`config.mk`:
```
export PLATFORM = sky130hd
export DESIGN_NAME = serial_bit_feeder_flat
export DESIGN_NICKNAME = d
export VERILOG_FILES = /design/src/rtl/serial_bit_feeder_if.sv /design/src/rtl/serial_bit_feeder.sv /design/src/flat_wrapper.sv
export SDC_FILE = /design/constraint.sdc
export NUM_CORES = 1
export LEC_CHECK = 0
export ABC_AREA = 0
export BUFFER_PORTS_ARGS = -buffer_cell sky130_fd_sc_hd__buf_2
export CORE_MARGIN = 10
export CORE_UTILIZATION = 46
export DETAILED_ROUTE_END_ITERATION = 7
export PLACE_DENSITY = 0.74
export SLEW_MARGIN = 10
export SYNTH_ARGS = -nofsm -noshare
export SYNTH_HDL_FRONTEND = slang
export SYNTH_SLANG_ARGS = --single-unit
export TNS_END_PERCENT = 20
```
`constraint.sdc`:
```
create_clock -name clk -period 4.16 [get_ports clk]
set_clock_uncertainty 0.1 [all_clocks]
set_input_delay 0.624 -clock clk [delete_from_list [all_inputs] [get_ports clk]]
set_output_delay 0.624 -clock clk [all_outputs]
set_load 0.05 [all_outputs]
```
`src/rtl/serial_bit_feeder_if.sv`:
```
// serial_bit_feeder_if: word handshake in, qualified serial bit stream and debug status out.
interface serial_bit_feeder_if #(
    parameter int WIDTH = 8
);
    logic [WIDTH-1:0] in_data;
    logic             in_valid;
    logic             in_ready;
    logic             ser_out;
    logic             ser_valid;
    logic             busy;
    logic [1:0]       state;
    modport master (output in_data, in_valid, input in_ready, ser_out, ser_valid, busy, state);
    modport slave  (input in_data, in_valid, output in_ready, ser_out, ser_valid, busy, state);
endinterface

```
`src/rtl/serial_bit_feeder.sv`:
```
// serial_bit_feeder: parallel-to-serial source with valid/ready input and programmable inter-word gap.
module serial_bit_feeder #(
    parameter int WIDTH      = 8,
    parameter int MSB_FIRST  = 1,
    parameter int GAP_CYCLES = 0
) (
    input  logic              clk,
    input  logic              rst,
    serial_bit_feeder_if.slave bus
);
    localparam int BW = $clog2(WIDTH);
    localparam int GW = GAP_CYCLES > 0 ? $clog2(GAP_CYCLES + 1) : 1;
    localparam logic [BW-1:0] BIT_LAST = BW'(WIDTH - 1);
    localparam logic [GW-1:0] GAP_LAST = GW'(GAP_CYCLES > 0 ? GAP_CYCLES - 1 : 0);

    typedef enum logic [1:0] {IDLE = 2'b00, SHIFT = 2'b01, GAP = 2'b10, ILL = 2'b11} state_e;

    state_e           state_q, state_d;
    logic [WIDTH-1:0] sr_q, sr_d, sr_nxt;
    logic [BW-1:0]    bit_q, bit_d;
    logic [GW-1:0]    gap_q, gap_d;
    logic             ser_out_q, ser_out_d, ser_valid_q, ser_valid_d;
    logic             last, accept;

    function automatic logic first_bit(input logic [WIDTH-1:0] w);
        return MSB_FIRST != 0 ? w[WIDTH-1] : w[0];
    endfunction

    assign last          = bit_q == BIT_LAST;
    assign bus.in_ready  = (state_q == IDLE) | ((state_q == SHIFT) & last & (GAP_CYCLES == 0));
    assign accept        = bus.in_valid & bus.in_ready;
    assign sr_nxt        = MSB_FIRST != 0 ? sr_q << 1 : sr_q >> 1;
    assign bus.ser_out   = ser_out_q;
    assign bus.ser_valid = ser_valid_q;
    assign bus.busy      = state_q != IDLE;
    assign bus.state     = state_q;

    // ser_out/ser_valid are registered alongside the state so the first bit appears on the accepting edge
    always_comb begin
        state_d     = state_q;
        sr_d        = sr_q;
        bit_d       = bit_q;
        gap_d       = gap_q;
        ser_out_d   = 1'b0;
        ser_valid_d = 1'b0;
        case (state_q)
            IDLE: if (accept) begin
                state_d     = SHIFT;
                sr_d        = bus.in_data;
                bit_d       = '0;
                ser_out_d   = first_bit(bus.in_data);
                ser_valid_d = 1'b1;
            end
            SHIFT: if (!last) begin
                sr_d        = sr_nxt;
                bit_d       = bit_q + 1'b1;
                ser_out_d   = first_bit(sr_nxt);
                ser_valid_d = 1'b1;
            end else if (GAP_CYCLES > 0) begin
                state_d = GAP;
                gap_d   = '0;
            end else if (accept) begin
                sr_d        = bus.in_data;
                bit_d       = '0;
                ser_out_d   = first_bit(bus.in_data);
                ser_valid_d = 1'b1;
            end else begin
                state_d = IDLE;
            end
            GAP: if (gap_q == GAP_LAST) state_d = IDLE;
                 else gap_d = gap_q + 1'b1;
            default: begin
                state_d = IDLE;
                sr_d    = '0;
                bit_d   = '0;
                gap_d   = '0;
            end
        endcase
    end

    always_ff @(posedge clk or negedge rst) begin
        if (!rst) begin
            state_q     <= IDLE;
            sr_q        <= '0;
            bit_q       <= '0;
            gap_q       <= '0;
            ser_out_q   <= 1'b0;
            ser_valid_q <= 1'b0;
        end else begin
            state_q     <= state_d;
            sr_q        <= sr_d;
            bit_q       <= bit_d;
            gap_q       <= gap_d;
            ser_out_q   <= ser_out_d;
            ser_valid_q <= ser_valid_d;
        end
    end
endmodule

```
`src/flat_wrapper.sv`:
```
// flat-port wrapper written by rule: the top's interface ports become plain ports
module serial_bit_feeder_flat 
#(
    parameter int WIDTH      = 8,
    parameter int MSB_FIRST  = 1,
    parameter int GAP_CYCLES = 0
)
  (clk, rst, bus_in_data, bus_in_valid, bus_in_ready, bus_ser_out, bus_ser_valid, bus_busy, bus_state);
  serial_bit_feeder_if #(.WIDTH(WIDTH)) bus_i ();
  input  logic clk;
  input  logic rst;
  input wire logic [$bits(bus_i.in_data)-1:0] bus_in_data;
  input wire logic [$bits(bus_i.in_valid)-1:0] bus_in_valid;
  output wire logic [$bits(bus_i.in_ready)-1:0] bus_in_ready;
  output wire logic [$bits(bus_i.ser_out)-1:0] bus_ser_out;
  output wire logic [$bits(bus_i.ser_valid)-1:0] bus_ser_valid;
  output wire logic [$bits(bus_i.busy)-1:0] bus_busy;
  output wire logic [$bits(bus_i.state)-1:0] bus_state;
  assign bus_i.in_data = bus_in_data;
  assign bus_i.in_valid = bus_in_valid;
  assign bus_in_ready = bus_i.in_ready;
  assign bus_ser_out = bus_i.ser_out;
  assign bus_ser_valid = bus_i.ser_valid;
  assign bus_busy = bus_i.busy;
  assign bus_state = bus_i.state;
  serial_bit_feeder #(.WIDTH(WIDTH), .MSB_FIRST(MSB_FIRST), .GAP_CYCLES(GAP_CYCLES)) u_core (.clk(clk), .rst(rst), .bus(bus_i));
endmodule
```
# Yosys cells after proc, flatten, opt, wreduce, memory -nomap -nowiden
# Cells that the tools add are included.
# Widths: inputs -> output; s select.
[op_classes]
addsub = 2
eq_ne = 7
muxes = 19
n_bitwise = 3
n_reduce_logical = 4
[ops]
columns = ["operator", "n"]
rows = [
  ["$pmux 8 s3", 1],
  ["$mux 8", 2],
  ["$pmux 3 s3", 1],
  ["$mux 2", 4],
  ["$mux 3", 2],
  ["$pmux 1 s2", 3],
  ["$pmux 2 s3", 1],
  ["$mux 1", 5],
  ["$ne 2x1->1 const B", 2],
  ["$ne 2x2->1 const B", 2],
  ["$reduce_and 4->1", 1],
  ["$add 3x1->3 const B", 1],
  ["$eq 3x3->1 const B", 1],
  ["$and 1x1->1", 2],
  ["$eq 2x1->1 const B", 1],
  ["$eq 2x2->1 const B", 1],
  ["$logic_not 2->1", 1],
  ["$reduce_bool 2->1", 1],
  ["$reduce_or 2->1", 1],
  ["$add 1x1->1 const B", 1],
  ["$or 1x1->1", 1],
]
[totals]
reg_bits = 16

# Longest topological paths before layout
# Gate-level depths: netlist of run 1.
[logic_depth]
depth_word = 7
ltp_mapped = 6
mapped_depth_nobuf = 5

# Worst setup path before layout of run 1
# Ideal clock, no wire load.
[synth_timing]
path_kind = "register to output"
from = "reg u_core.bit_q[0]"
to = "out bus_in_ready"
t_arrival_ps = 1152
required_time_ps = 3436
path_slack_ps = 2284
stages_incl_launch_ff = 6
n_path_buf = 1
cell_sequence = "dfrtp_1 ha_1 ha_1 nor2b_4 inv_2 buf_6"
[synth_between]
elab_chain_len = 3
[synth_rtl]
columns = ["element", "line_no", "source"]
rows = [
  ["from (decl)", "serial_bit_feeder.sv:20", "logic [BW-1:0] bit_q, bit_d;"],
  ["from (signal assigned)", "serial_bit_feeder.sv:92", "bit_q <= bit_d;"],
  ["$eq 3x3->1", "serial_bit_feeder.sv:29", "assign last = bit_q == BIT_LAST;"],
  ["$and 1x1->1", "serial_bit_feeder.sv:30", "assign bus.in_ready = (state_q == IDLE) | ((state_q == SHIFT) & last & (GAP_CYCLES == 0));"],
  ["$or 1x1->1", "serial_bit_feeder.sv:30", ""],
  ["to (decl)", "flat_wrapper.sv:14", "output wire logic [$bits(bus_i.in_ready)-1:0] bus_in_ready;"],
]
# Every way passes these cells.

# Worst setup path in the final report of run 1
# Ends and elaborated chain as after synthesis.

==> results of run 1 <==
[flip-flops by register name, summed over array words and instances, names as in the netlist]
signal / cells
u_core.bus.state: 1
u_core.sr_q: 7
u_core.bus.ser_out: 1
u_core.bit_q: 3
u_core.bus.ser_valid: 1
[synthesized netlist by cell type (2+ instances only)]
cell type,count
dfrtp_1,13
mux2_4,6
mux2_2,5
mux2_1,3
nand2b_2,3
buf_4,2
buf_6,2
ha_1,2
mux2i_1,2
nor2b_1,2
[kinds of logic (layout without fill, tap and decap cells)]
family / Yosys count / after routing / share of synthesized area (%)
fa+ha+maj: 2 / 2 / 3.74
simple gates: 9 / 9 / 10.1
other cells: 1 / 1 / 0.561
flops: 13 / 13 / 48.7
buf+inv: 5 / 20 / 6.18
compound gates: 1 / 1 / 0.748
mux: 16 / 16 / 30.0
[where the power goes]
group / total (mW) / internal (mW) / switching (mW)
combinational: 0.248 / 0.112 / 0.136
sequential: 0.200 / 0.176 / 0.0247
clock: 0.0771 / 0.0371 / 0.0400
[cells in the final DEF (no fill, tap or decap)]
cell and count:
buf_2 15, dfrtp_1 13, mux2_4 6, mux2_2 5, mux2_1 3, nand2b_2 3
clkbuf_4 3, mux2i_1 2, nor2b_1 2, ha_1 2, nor2b_4 1, nor2_1 1
inv_2 1, nand2_1 1, nand3b_1 1, o21ai_0 1, conb_1 1, clkbuf_1 1
[worst min path at each step]
stage,from,to,slack (ps),depth (start not counted)
detailed placement,u_core.sr_q[5]$_DFF_PN0_,u_core.sr_q[6]$_DFF_PN0_,400,1
global placement,u_core.sr_q[4]$_DFF_PN0_,u_core.sr_q[5]$_DFF_PN0_,370,1
finish,rst,u_core.bus.state[0]$_DFFE_PN0P_,120,1
floorplan,rst,u_core.bit_q[0]$_DFF_PN0_,230,0
CTS,rst,u_core.sr_q[3]$_DFF_PN0_,120,1
global route,rst,u_core.sr_q[3]$_DFF_PN0_,120,1
[routing by layer]
metal / global-route usage [%] / vias up / routed length (um)
met4: 5.03 / 0 / 0
met5: 0 / - / 0
li1: - / 185 / -
met1: 8.58 / 191 / 455
met2: 11.2 / 15 / 572
met3: 4.36 / 0 / 143
[layout make-up]
type | instances | area (um2) | share of cell area (%)
Sequential cell | 13 | 325 | 43.3
Clock buffer | 4 | 26.3 | 3.50
Tap cell | 15 | 18.8 | 2.50
Timing Repair Buffer | 15 | 75.1 | 10.0
Multi-Input combinational cell | 29 | 302 | 40.2
Inverter | 1 | 3.75 | 0.500
==> impl_metrics.yaml, run 1 <==
synth:
  ys.flop_type: "dfrtp_1"
  ys_warn_count: 0
  synth.avg_cell_area_um2: 14.2
  synth_top_cell_by_area: "dfrtp_1"
  yosys.cell_types.count: 17
  seq_area_frac_synth_pct: 48.7
  synth_area_um2: 668
  synth_edf_count: 0
  synthArstFlopShare_pct: 100
  syn_nets: 60
  synth_top_area_share_pct: 48.7
  synth-seq-cells: 13
  ys_top_cells_by_area: "dfrtp_1, mux2_4, mux2_2, mux2_1, nand2b_2"
  postSynthCellCount: 47
clock_network:
  clock-sinks: 13
  cts_made_buffers: 3
  cts_resized: 0
  clk_latency_ps: 270
  postCtsSetupRepairBufs: 0
  cts_buffer_depth: 2
  h-tree-depth: 1
  cts_hold_buffers: 0
  ctsRootBufferMaster: "clkbuf_4"
  clk_pin_slew_ps: 80
  cts_tree: "built"
floorplanning:
  start_util_pct: 50.1
  rows: 13
  dieHeight_um: 58.1
  die-area_um2: 3380
  dieWidth_um: 58.1
  io_pins: 17
  coreArea_um2: 1330
critical_path:
  crit_path_top_delay_cell: "dfrtp_1"
  cp-end-kind: "primary output"
  cp_data_required_time_ps: 3440
  critPathLaunch: "u_core.bit_q[0]$_DFF_PN0_"
  path_max_fanout: 12
  cp.depth: 5
  cp_num_buf_inv: 2
  r2r_slack_ps: 2480
  arrival_ps: 1640
  path_class: "register to primary output"
  startpoint_type: "register"
  r2r_cells: 5
  cp_common_cell: "ha_1"
  slowest_delay_ps: 410
  reg2reg_from: "u_core.bit_q[0]$_DFF_PN0_"
  worstSetupEndpoint: "bus_in_ready"
  r2r-end: "u_core.sr_q[6]$_DFF_PN0_"
  critical-path-top-delay-family: "adder cells"
  cp_cell_sequence: "ha_1 > ha_1 > nor2b_4 > inv_2 > buf_2"
sta:
  hold_viol: 0
  timing.setup.tns_ps: 0
  setup_violations: 0
  setup_ws_ps: 1790
  fmax_mhz: 423
  slew_viol_final: 0
  finalCritPeriodShare_pct: 56.9
  fin_crit_ps: 2370
  rsz0062_at_grt: "false"
  worst_hold_slack_ps: 119
route:
  drtPass1Iterations: 4
  detail_route.wl_per_cell_um: 15.2
  wl_um: 1170
  drt_iter0_drc: 4
  drc: 0
  vias: 391
  via_per_inst: 5.08
  ant_nets: 0
layout:
  area_growth_pct: 12.4
  diodes: 0
  fin_nets: 76
  fillCellCount: 124
  stdcell_count: 77
  post-route-util_pct: 56.3
  postLayoutCellArea_um2: 751
  final_layout_size_suffix_gt1_share_pct: 54.8
flow_run:
  maxCapViolCount: 0
worst_hold_path:
  hp-class: "input pin to asynchronous set/reset pin"
placement:
  placed_cell_area_um2: 724
  port_buffers: 15
  place_congestion: 0.707
  placedCellCount: 73
  dpl_worst_slack_ps: 2080
grt:
  grt_max_degree: 14
  grtUsageTotal_pct: 7.78
  antenna_found_initial: 0
  grt_pass1_vias: 433
  overflow: 0
  grt_pass1_wl_um: 2030
pwr:
  pwr_density_cell_nw_per_um2: 700
  fin_total_pwr_uw: 525
  p_leak_nw: 0.380
  peakVddDrop_v: 0.000362
status:
  status: "complete, no violations"
(Power assumes the default switching activity.)
==> run 2, diff against run 1 <==
- clock period: 4.16 -> 2.2 ns (I/O delays scaled with it)
==> impl_metrics.yaml, run 2 (synthesized netlist as in run 1, its figures left out) <==
pwr:
  p_leak_nw: 0.384
  peakVddDrop_v: 0.000608
  pwr_density_cell_nw_per_um2: 1300
floorplanning:
  dieHeight_um: 58.1
  start_util_pct: 50.1
  coreArea_um2: 1330
  die-area_um2: 3380
  io_pins: 17
  rows: 13
  dieWidth_um: 58.1
grt:
  grt_max_degree: 14
  antenna_found_initial: 0
  grt_pass1_wl_um: 1930
  grt_pass1_vias: 418
  grtUsageTotal_pct: 7.34
  overflow: 0
route:
  dr_wl_met3_um: 122
  drt_iter0_drc: 2
  wl_met1_um: 455
  detail_route.wl_per_cell_um: 14.6
  top_layer_used: "met4"
  drc: 0
  vias: 396
  wl_um: 1140
  wl_met2_um: 527
  drtPass1Iterations: 3
  via_per_inst: 5.08
  ant_nets: 0
placement:
  hpwl_um: 859
  place_congestion: 0.707
  port_buffers: 15
  placed_cell_area_um2: 724
clock_network:
  ctsRootBufferMaster: "clkbuf_4"
  cts_made_buffers: 3
  cts_buffer_depth: 2
  postCtsSetupRepairBufs: 0
  clock-sinks: 13
  clk_latency_ps: 270
  cts_tree: "built"
  clk_pin_slew_ps: 70
  h-tree-depth: 1
sta:
  setup_violations: 0
  fin_crit_ps: 2090
  finalCritPeriodShare_pct: 94.9
  rsz0062_at_grt: "false"
  hold_viol: 0
  slew_viol_final: 0
  fmax_mhz: 479
  timing.setup.tns_ps: 0
critical_path:
  path_class: "register to primary output"
  cp-end-kind: "primary output"
  slowest_delay_ps: 410
  startpoint_type: "register"
  cp_num_buf_inv: 2
  cp_cell_sequence: "ha_1 > ha_1 > nor2b_4 > inv_2 > clkbuf_4"
  cp_data_required_time_ps: 1770
  arrival_ps: 1660
  crit_path_top_delay_cell: "dfrtp_1"
  critical-path-top-delay-family: "adder cells"
  cp_common_cell: "ha_1"
  path_max_fanout: 12
layout:
  final_cell_mix: "buf_2, dfrtp_1, mux2_4"
  area_growth_pct: 14.2
  final_layout_size_suffix_gt1_share_pct: 54.0
  final_common_cell: "buf_2"
  diodes: 0
  regMostFlops: "u_core.sr_q"
  largest_reg_flops: 7
  fin_nets: 77
  fillCellCount: 114
  postLayoutCellArea_um2: 763
  top_regs: "u_core.sr_q: 7 flops, u_core.bit_q: 3 flops"
status:
  status: "complete, no violations"
flow_run:
  maxCapViolCount: 0
worst_hold_path:
  hp-class: "input pin to register"
## run 2: changes by cell type in the layout (fill, tap and decap cells not counted)
| cell | delta |
|---|---|
| buf_2 | -1 |
| dlygate4sd3_1 | +1 |
| clkbuf_4 | +1 |
## run 2: area by class of cell
class / instances / area, um2 / share of cell area (%)
tap: 15 / 18.8 / 2.46
multi-input combinational: 29 / 302 / 39.5
clock buffer: 4 / 26.3 / 3.44
inverter: 1 / 3.75 / 0.492
sequential: 13 / 325 / 42.6
timing repair buffer: 16 / 87.6 / 11.5
## run 2: path summary, 6_finish.rpt
kind	slack (ps)	cells past startpoint	from	to
min	200	3	bus_in_data[7]	u_core.bus.ser_out$_DFF_PN0_
max reg2reg	500	5	u_core.bit_q[0]$_DFF_PN0_	u_core.sr_q[4]$_DFF_PN0_
min reg2reg	400	1	u_core.sr_q[5]$_DFF_PN0_	u_core.sr_q[6]$_DFF_PN0_
max	110	5	u_core.bit_q[0]$_DFF_PN0_	bus_in_ready
max in group asynchronous	1410	2	rst	u_core.bit_q[1]$_DFF_PN0_
min in group asynchronous	370	2	rst	u_core.sr_q[5]$_DFF_PN0_
## run 2: what timing repair did
action / CTS / global route
hold buffers: 1 / 0
hold endpoints to repair: 13 / 0
gates resized for setup: 0 / 1
endpoints found under the setup margin: 0 / 1
## run 2: worst min-delay path, cell delays in order
cell	delay, ps
buf_2	90
nand2_1	50
o21ai_0	60
## run 2: per-stage QoR
stage	instances	setup WS (ps)	hold WS, ps	power [mW]	utilization, %
floorplan	47	510	-65.6	0.790	-
global placement	73	444	128	0.844	54.3
detailed placement	73	401	135	0.856	54.3
CTS	78	91.6	194	1.01	57.0
global route	78	6.17	204	1.07	57.2
finish	78	112	197	0.993	57.2
## run 2: report_power, final
group / internal, mW / switching (mW)
sequential: 0.332 / 0.0487
clock: 0.0703 / 0.0753
combinational: 0.216 / 0.251
## run 2: per-layer routing
metal	track usage (%)	up-vias
li1	-	189
met1	7.09	190
met2	11.5	14
met3	3.70	3
met4	6.04	0
met5	0	-
